`config.mk`:
```
export PLATFORM = sky130hd
export DESIGN_NAME = cpu_fetch_unit
export DESIGN_NICKNAME = d
export VERILOG_FILES = /design/src/rtl/cpu_defs_pkg.sv /design/src/rtl/cpu_next_pc.sv /design/src/rtl/cpu_fetch_unit.sv
export SDC_FILE = /design/constraint.sdc
export NUM_CORES = 1
export LEC_CHECK = 0
export CAP_MARGIN = 5
export CORE_UTILIZATION = 48
export CTS_BUF_LIST = sky130_fd_sc_hd__clkbuf_4
export CTS_CLUSTER_SIZE = 30
export DETAILED_ROUTE_END_ITERATION = 10
export PLACE_DENSITY = 0.84
export SLEW_MARGIN = 30
export SYNTH_ARGS = -nofsm -noshare
export SYNTH_HDL_FRONTEND = slang
export SYNTH_SLANG_ARGS = --single-unit
export TNS_END_PERCENT = 50
```
`constraint.sdc`:
```
create_clock -name clk -period 3.9 [get_ports clk]
set_input_delay 1.17 -clock clk [delete_from_list [all_inputs] [get_ports clk]]
set_output_delay 1.17 -clock clk [all_outputs]
set_load 0.05 [all_outputs]
```
`src/rtl/cpu_defs_pkg.sv`:
```
// Shared constants for the fetch stage: PCSrc encodings, PC vectors and FSM state codes.
package cpu_defs_pkg;

   localparam logic [2:0] PCSRC_SEQ    = 3'b000;
   localparam logic [2:0] PCSRC_BRANCH = 3'b001;
   localparam logic [2:0] PCSRC_JUMP   = 3'b010;
   localparam logic [2:0] PCSRC_JR     = 3'b011;

   localparam logic [31:0] RESET_PC = 32'h8000_0000;
   localparam logic [31:0] ILLOP_PC = 32'h8000_0004;
   localparam logic [31:0] XADR_PC  = 32'h8000_0008;

   localparam logic [0:0] FETCH = 1'b0;
   localparam logic [0:0] EXEC  = 1'b1;

endpackage

```
`src/rtl/cpu_next_pc.sv`:
```
// Next-PC computation: PC+4, branch/jump targets, vector priority and the supervisor-bit rule.
module cpu_next_pc
   import cpu_defs_pkg::*;
(
   input  logic [31:0] pc,
   input  logic [25:0] target_field,
   input  logic [2:0]  pcsrc,
   input  logic        branch_take,
   input  logic [31:0] jr_target,
   input  logic        exception,
   input  logic        interrupt,
   output logic [31:0] pc_plus4,
   output logic [31:0] next_pc
);

   logic [30:0] br_off;
   logic [31:0] conba;
   logic [31:0] jt;
   logic [31:0] jr_pc;

   always_comb begin
      // Bit 31 is the mode bit; address arithmetic wraps within the low 31 bits.
      pc_plus4 = {pc[31], pc[30:0] + 31'd4};
      br_off   = {{13{target_field[15]}}, target_field[15:0], 2'b00};
      conba    = {pc[31], pc_plus4[30:0] + br_off};
      jt       = {pc[31], pc_plus4[30:28], target_field, 2'b00};
      jr_pc    = {pc[31] & jr_target[31], jr_target[30:0]};

      if (exception) begin
         next_pc = XADR_PC;
      end else if (interrupt) begin
         next_pc = ILLOP_PC;
      end else begin
         case (pcsrc)
            PCSRC_SEQ:    next_pc = pc_plus4;
            PCSRC_BRANCH: next_pc = branch_take ? conba : pc_plus4;
            PCSRC_JUMP:   next_pc = jt;
            PCSRC_JR:     next_pc = jr_pc;
            default:      next_pc = pc_plus4;
         endcase
      end
   end

endmodule

```
`src/rtl/cpu_fetch_unit.sv`:
```
// Instruction-fetch stage: PC/Instruct registers, FETCH/EXEC sequencing and interrupt latch.
// Define IRQ_SYNC_EN to put a 2-flop synchronizer in front of the pending latch.
//
// state | meaning
// FETCH | imem_req high, waiting for imem_ready to capture the instruction
// EXEC  | one cycle, inst_valid high, PC advances at the end of the cycle
module cpu_fetch_unit
   import cpu_defs_pkg::*;
(
   input  logic        clk,
   input  logic        reset,
   input  logic        irq_in,
   output logic        imem_req,
   output logic [31:0] imem_addr,
   input  logic        imem_ready,
   input  logic [31:0] imem_rdata,
   output logic [31:0] Instruct,
   output logic        inst_valid,
   output logic [31:0] PC,
   output logic        PC_high,
   output logic [31:0] PC_plus4,
   output logic        Interrupt,
   input  logic [2:0]  PCSrc,
   input  logic        Exception,
   input  logic        branch_take,
   input  logic [31:0] jr_target
);

   logic [0:0]  state_q, state_d;
   logic        run_q, run_d;
   logic [31:0] pc_q, pc_d;
   logic [31:0] instr_q, instr_d;
   logic        pend_q, pend_d;
   logic        irq_src;
   logic [31:0] next_pc;

`ifdef IRQ_SYNC_EN
   logic [1:0] sync_q, sync_d;
   assign sync_d  = {sync_q[0], irq_in};
   assign irq_src = sync_q[1];
`else
   assign irq_src = irq_in;
`endif

   // run_q keeps imem_req low until the first cycle after reset is released.
   assign imem_req   = run_q & (state_q == FETCH);
   assign imem_addr  = pc_q;
   assign Instruct   = instr_q;
   assign inst_valid = (state_q == EXEC);
   assign PC         = pc_q;
   assign PC_high    = pc_q[31];
   assign Interrupt  = inst_valid & pend_q & ~pc_q[31] & ~Exception;

   cpu_next_pc u_next_pc (
      .pc           (pc_q),
      .target_field (instr_q[25:0]),
      .pcsrc        (PCSrc),
      .branch_take  (branch_take),
      .jr_target    (jr_target),
      .exception    (Exception),
      .interrupt    (Interrupt),
      .pc_plus4     (PC_plus4),
      .next_pc      (next_pc)
   );

   always_comb begin
      run_d   = 1'b1;
      state_d = state_q;
      pc_d    = pc_q;
      instr_d = instr_q;
      case (state_q)
         FETCH: begin
            if (imem_req && imem_ready) begin
               instr_d = imem_rdata;
               state_d = EXEC;
            end
         end
         EXEC: begin
            pc_d    = next_pc;
            state_d = FETCH;
         end
         default: state_d = FETCH;
      endcase
      // A new request in the taking cycle survives the clear.
      pend_d = (pend_q & ~Interrupt) | irq_src;
   end

   always_ff @(posedge clk) begin
      if (!reset) begin
         state_q <= FETCH;
         run_q   <= 1'b0;
         pc_q    <= RESET_PC;
         instr_q <= 32'h0;
         pend_q  <= 1'b0;
`ifdef IRQ_SYNC_EN
         sync_q  <= 2'b00;
`endif
      end else begin
         state_q <= state_d;
         run_q   <= run_d;
         pc_q    <= pc_d;
         instr_q <= instr_d;
         pend_q  <= pend_d;
`ifdef IRQ_SYNC_EN
         sync_q  <= sync_d;
`endif
      end
   end

endmodule

```
=== After elaboration in Yosys (flattened, before gate mapping) ===
Index checks and enable logic that the tools add are counted.

* Add/sub/neg operators: 2
* Multipliers: 0
* Div/mod/pow operators: 0
* Magnitude comparators: 0
* Equality and inequality tests: 5
* Shift operators: 0
* Muxes and demuxes: 7
* Bitwise logic cells: 11
* Reductions and logical operators: 4

{| class="wikitable"
|+ Operators with widths
! kind !! count
|-
| 32-bit case mux with 3 select lines || 1
|-
| 32-bit two-way mux || 2
|-
| 31-bit by 3-bit adder with 31-bit output (second input constant) || 1
|-
| 31-bit adder || 1
|-
| 31-bit two-way mux || 1
|-
| 1-bit AND || 6
|-
| 3-bit by 2-bit equality test with 1-bit output (second input constant) || 2
|-
| 3-bit inequality test (second input constant) || 2
|-
| 1-bit inverter || 4
|-
| 4-bit AND reduction || 1
|-
| 3-bit by 1-bit equality test with 1-bit output (second input constant) || 1
|-
| 3-bit nonzero test || 1
|-
| 1-bit two-way mux || 2
|-
| 1-bit case mux with 2 select lines || 1
|-
| 2-bit AND reduction || 1
|-
| 1-bit logical AND || 1
|-
| 1-bit bitwise OR || 1
|}

* Bits in registers: 67
* Latch bits: 0
* RAM bits: 0
* Bits in read-only memories: 0
* Input port bits: 73
* Output and inout bits: 132
* Logic and storage cells: 35
* Memories: 0

=== Depth between registers and ports, before layout ===
* Depth in word-level cells: 6
* Mapped depth: 19

=== Cells and area by module ===
From an unflattened synthesis, not the netlist that was laid out.

* Cell total of the unflattened synthesis: 823
* Area, all modules: 6451.2 um^2

{| class="wikitable"
|+ By module, submodules not included
! module !! times used !! cells an instance !! area an instance (um^2)
|-
| cpu_next_pc || 1 || 537 || 3621.0
|-
| cpu_fetch_unit || 1 || 286 || 2830.2
|}

=== Worst setup path after synthesis ===
No wires, ideal clock.

* Path kind: reg2reg
* Start: register pc_q[3] (netlist: PC[3])
* End: register pc_q[23] (netlist: PC[23])
* Library setup time: 0.120 ns
* Arrival: 4.465 ns
* Required time: 3.780 ns
* Path slack: -0.684 ns
* Stages on the path, launching flop included: 15
* Path buffers: 0
* Period minus slack after synthesis: 4.584 ns
* Path through: dfxtp_1 -> ha_1 -> and3_4 -> nand4_1 -> xnor2_1 -> ha_1 -> a21o_1 -> a21oi_1 -> o21ai_0 -> a31o_2 -> a41o_1 -> o21a_2 -> xnor2_1 -> a221oi_1 -> a211o_1

* Longest elaborated chain between the ends: 6

{| class="wikitable"
|+ RTL lines
! item !! line !! source
|-
| start: declaration || cpu_fetch_unit.sv:31 || <nowiki>logic [31:0] pc_q, pc_d;</nowiki>
|-
| start signal: assignment || cpu_fetch_unit.sv:101 || <nowiki>pc_q <= pc_d;</nowiki>
|-
| 31-bit by 3-bit adder with 31-bit output || cpu_next_pc.sv:23 || <nowiki>pc_plus4 = {pc[31], pc[30:0] + 31'd4};</nowiki>
|-
| via PC_plus4[14] || cpu_fetch_unit.sv:21 || <nowiki>output logic [31:0] PC_plus4,</nowiki>
|-
| 31-bit adder || cpu_next_pc.sv:25 || <nowiki>conba = {pc[31], pc_plus4[30:0] + br_off};</nowiki>
|-
| 31-bit two-way mux || cpu_next_pc.sv:36 || <nowiki>PCSRC_BRANCH: next_pc = branch_take ? conba : pc_plus4;</nowiki>
|-
| 32-bit case mux with 3 select lines || cpu_next_pc.sv:34 || <nowiki>case (pcsrc)</nowiki>
|-
| 32-bit two-way mux || cpu_next_pc.sv:31 || <nowiki>end else if (interrupt) begin</nowiki>
|-
| 32-bit two-way mux || cpu_next_pc.sv:29 || <nowiki>if (exception) begin</nowiki>
|}

The timed path passes the listed nets, and every way through them passes these cells. The select of a mux whose other input is x is not followed.
A chain may end at the register's enable or synchronous reset.

=== Final worst setup path ===
* Start: register pc_q[6] (netlist: PC[6])
* End: register pc_q[30] (netlist: PC[30])

* Longest elaborated chain between the ends: 6

{| class="wikitable"
|+ RTL lines
! item !! line
|-
| 31-bit by 3-bit adder with 31-bit output * || cpu_next_pc.sv:23
|-
| 31-bit adder || cpu_next_pc.sv:25
|-
| 31-bit two-way mux || cpu_next_pc.sv:36
|-
| 32-bit case mux with 3 select lines * || cpu_next_pc.sv:34
|-
| 32-bit two-way mux * || cpu_next_pc.sv:31
|-
| 32-bit two-way mux * || cpu_next_pc.sv:29
|}

Every way passes the cells marked *; elsewhere a longest branch is shown, timed or not. The select of a mux whose other input is x is not followed.

==> results.md <==
* Pint at 0.001227 W
* Buffers on Ports at around 200
* Layout Area Growth over Synthesis at 38.92%
* Worst-Skew Late Latency at 0.43 ns
* DP Area at around 8000 µm²
* Drt total wl at between 20,000 and 25,000 µm
* Max VDD drop at between 0.0002 and 0.00025 V
* Crit path kind: reg -> reg
* Number of global-route vias before repair at roughly 6,000
* Startpoint Class: flop
* Worst path depth at 14
* Final period utilization at between 90% and 100%
* I/O pin count at 205
* Unrepaired setup endpoints after global routing: true
* Total CTS buffers at 9
* Htree depth at 3
* FF+latch count, synth at 67
* Final instance area at around 8400 µm²
* R2R depth at 14
* TritonRoute pass-1 iters at 5
* Leak at between 3 and 4 nW
* Synth top area share at between 20% and 30%
* Area of the multi-input gates at about 4400 µm²
* Crit path time final at 3.808 ns
* Share of cells above drive strength 1 at about an eighth
* Number of flops mapped to enable cells by yosys at 0
* Mapped Area at approximately 6000 µm²
* HP Start: Instruct[28]$_SDFFE_PN0P_
* Slew Limit Fails at 0
* Instance count of the mapped netlist at slightly above 800
* Vias/cell at just under 6
* Flop-to-flop setup slack at between 0.09 and 0.1 ns
* Combinational Power Share at a little over a quarter
* Largest net degree at the start of global routing at 35
* Yosys cell types at 81
* Die area at approximately 13,000 µm²
* Outcome: completed
* Clock Path Buffers at 2
* Final setup viols at 0
* Hold_buf cts at 0
* Root Driver: clkbuf_4
* Flop pwr share at between 40% and 50%
* Final ANT Viol Nets at 0
* Post-synth ARST share at 0%
* Post-synthesis average cell area at 7.495 µm²
* Crit-path leading delay family: simple AND/OR/NAND/NOR gates
* Antenna violations before repair at 1
* GRT Total Usage at 32.01%
* WHS Endpoint: Instruct[28]$_SDFFE_PN0P_
* Worst path most repeated cell: xnor2_1
* Core Box Area at ~12,000 µm²
* Chip height at 114.4 µm
* Skew final at 0.02081 ns
* Fmax at roughly 0.26 GHz
* Net Switching at between 0.0005 and 0.0006 W
* Max-Cap Viols at 0
* Clock sinks at between 60 and 70
* Syn_nets at just over 900
* Clk pwr share at between 30 and 40%
* Worst Path Required at approximately 4.2 ns
* DRC Markers at 0
* Dominant cells by area after synthesis: dfxtp_1 22%, nand2_1 8.7%, ha_1 7.0%, buf_4 4.6%, a21oi_1 4.3%
* Slew HR at about 58%
* PD cells at between 200 and 250 nW/µm²
* Placer Congestion at ~0.98
* Routed vias at ~6,700
* Fill cells at approximately 1,000
* Setup Buffers After CTS at 0
* WP data arrival at 4.13 ns
* Switching Share at between 30 and 40%
* First-pass GRT wire length at 32,320 µm
* End of the worst register-to-register path: PC[30]$_SDFFE_PN0P_
* Setup slack at placement at 0.09009 ns
* FF/Latch Area at ~1400 µm²
* CP max-delay cell: dfxtp_2
* Biggest area consumer among synthesized cells: dfxtp_1
* Hold path cells at 2
* Die Span X at about 110 µm
* Yosys warns at 0
* CP Buf/Inv Count at 1
* Dpl hpwl at about 17,000 µm
* Cells along the critical path: and4_4 -> and3_4 -> nand2b_4 -> nor2_8 -> and3_2 -> xnor2_1 -> inv_1 -> ha_1 -> nand2_1 -> or3_1 -> o311ai_0 -> o211ai_1 -> xnor2_1 -> o21ai_1
* Ys flop type: dfxtp_1
* Row count at 40
* CTS tree: built
* Setup ws final at slightly above 0.09 ns
* Sequential element share of the synthesized area at 22.12%
* GRT overflow at 0
* Setup crit end kind: flop
* Worst slew pin tran at between 0.6 and 0.7 ns
* Initial core utilization at about half
* Crit path largest cell delay at between 0.4 and 0.5 ns
* Worst min path class: reg -> reg
* Crit Path Max Fanout at 7
* # nets final at between 1,000 and 1,500
* Reg2Reg Launch Point: PC[6]$_SDFFE_PN0P_
* Hold Fails Final Rpt at 0
* Reg clk slew, reported paths at 0.13 ns
* Starting DRT DRC Count at approximately 750
* Wire per inst at 18.19 µm
## how the worst max path moves through the flow
| stage | end | startpoint |
|---|---|---|
| finish | PC[30]$_SDFFE_PN0P_ | PC[6]$_SDFFE_PN0P_ |
| global route | PC[30]$_SDFFE_PN0P_ | PC[6]$_SDFFE_PN0P_ |
| CTS | PC[30]$_SDFFE_PN0P_ | PC[13]$_SDFFE_PN0P_ |
| detailed placement | PC[30]$_SDFFE_PN0P_ | PC[13]$_SDFFE_PN0P_ |
| global placement | PC[30]$_SDFFE_PN0P_ | PC[3]$_SDFFE_PN0P_ |
| floorplan | PC[30]$_SDFFE_PN0P_ | PC[13]$_SDFFE_PN0P_ |
## synth_stat cells (9+ instances only)
| library cell | instances |
|---|---|
| nand2_1 | 140 |
| dfxtp_1 | 67 |
| nor2_1 | 65 |
| a21oi_1 | 52 |
| o21ai_0 | 42 |
| buf_4 | 37 |
| a21boi_0 | 34 |
| ha_1 | 34 |
| xnor2_1 | 29 |
| clkbuf_1 | 24 |
| nand3_1 | 21 |
| inv_1 | 19 |
| xor2_1 | 17 |
| a21o_1 | 16 |
| nor2b_1 | 16 |
| nand4_1 | 11 |
| a221oi_1 | 10 |
| o211ai_1 | 9 |
## timing repair
action / 4_1_cts / 5_1_grt
gates resized for setup: 4 / 8
endpoints found under the setup margin: 4 / 8
pin swaps: 0 / 1
## kinds of logic (layout without fill, tap and decap cells)
kind of cell | Yosys count | in the layout | share of synthesized area, %
XOR/XNOR | 48 | 48 | 7.367
multiplexers | 12 | 12 | 2.064
flip-flops | 67 | 67 | 22.12
adder cells (fa/ha/maj) | 35 | 35 | 7.346
other | 0 | 1 | 0
AO/OA/AOI/OAI | 242 | 242 | 27.30
buffers and inverters | 95 | 268 | 9.534
AND/OR/NAND/NOR | 310 | 310 | 24.27
## flip-flops by register name, indices dropped and copies added (netlist names)
| register | cells |
|---|---|
| Instruct | 32 |
| PC | 32 |
| inst_valid | 1 |
| pend_q | 1 |
| run_q | 1 |
## area by class of cell
| class | instances | area share [%] |
|---|---|---|
| timing repair buffer | 230 | 26.41 |
| clock inverter | 7 | 1.381 |
| inverter | 22 | 0.9804 |
| multi-input combinational | 647 | 51.72 |
| clock buffer | 9 | 0.8021 |
| tap | 168 | 2.496 |
| antenna | 1 | 0.02971 |
| sequential | 67 | 16.18 |
## power by group through the flow
stage / clock network [W] / logic (W) / registers, W
final: 0.000600 / 0.000489 / 0.000732
after global routing: 0.000640 / 0.000519 / 0.000735
after CTS: 0.000608 / 0.000482 / 0.000732
after detailed placement: 0 / 0.000480 / 0.000747
after global placement: 0 / 0.000479 / 0.000747
after floorplan: 0 / 0.000228 / 0.000809
## worst reg2reg max path: stages (launching register included)
cell	delay (ns)
dfxtp_2	0.44
and4_4	0.29
and3_4	0.23
nand2b_4	0.13
nor2_8	0.17
and3_2	0.21
xnor2_1	0.19
inv_1	0.15
ha_1	0.40
nand2_1	0.10
or3_1	0.42
o311ai_0	0.44
o211ai_1	0.25
xnor2_1	0.19
o21ai_1	0.07
## through the flow
stage | hold WS [ns] | power (W) | util, % | TNS, ns | cells
floorplan | 0.4645 | 0.001037 | - | 0 | 809
global placement | 0.4492 | 0.001225 | 67.55 | 0 | 1134
detailed placement | 0.4559 | 0.001227 | 67.55 | 0 | 1134
CTS | 0.4720 | 0.001822 | 69.02 | 0 | 1150
global route | 0.5010 | 0.001894 | 69.26 | -0.1377 | 1151
finish | 0.4674 | 0.001821 | 69.26 | 0 | 1151
## routing by layer
layer  up-vias  track usage (%)  wire length (µm)
met5         -                0                 0
met1      3102            46.97              9492
li1       3219                -                 -
met3        31            7.517              2265
met4         0            10.04               414
met2       366            45.78              8764
## cells in the final DEF, fill, tap and decap left out, types with 5 or more instances in the layout
cell type          n
clkdlybuf4s50_1  185
nand2_1          140
nor2_1            64
dfxtp_1           54
a21oi_1           52
o21ai_0           42
buf_4             38
a21boi_0          34
ha_1              33
nand3_1           21
inv_1             19
nor2b_1           16
a21o_1            16
xnor2_1           15
xor2_1            13
dfxtp_2           11
nand4_1           11
xnor2_2           11
a221oi_1          10
o211ai_1           9
clkbuf_4           9
and3_1             8
mux2i_1            8
and2_1             7
nor3_1             7
nand2b_1           7
o21a_1             7
a211oi_1           6
a31oi_1            6
o221ai_1           6
o21ai_1            5
o22ai_1            5
Power figures use the tool's default switching activity.
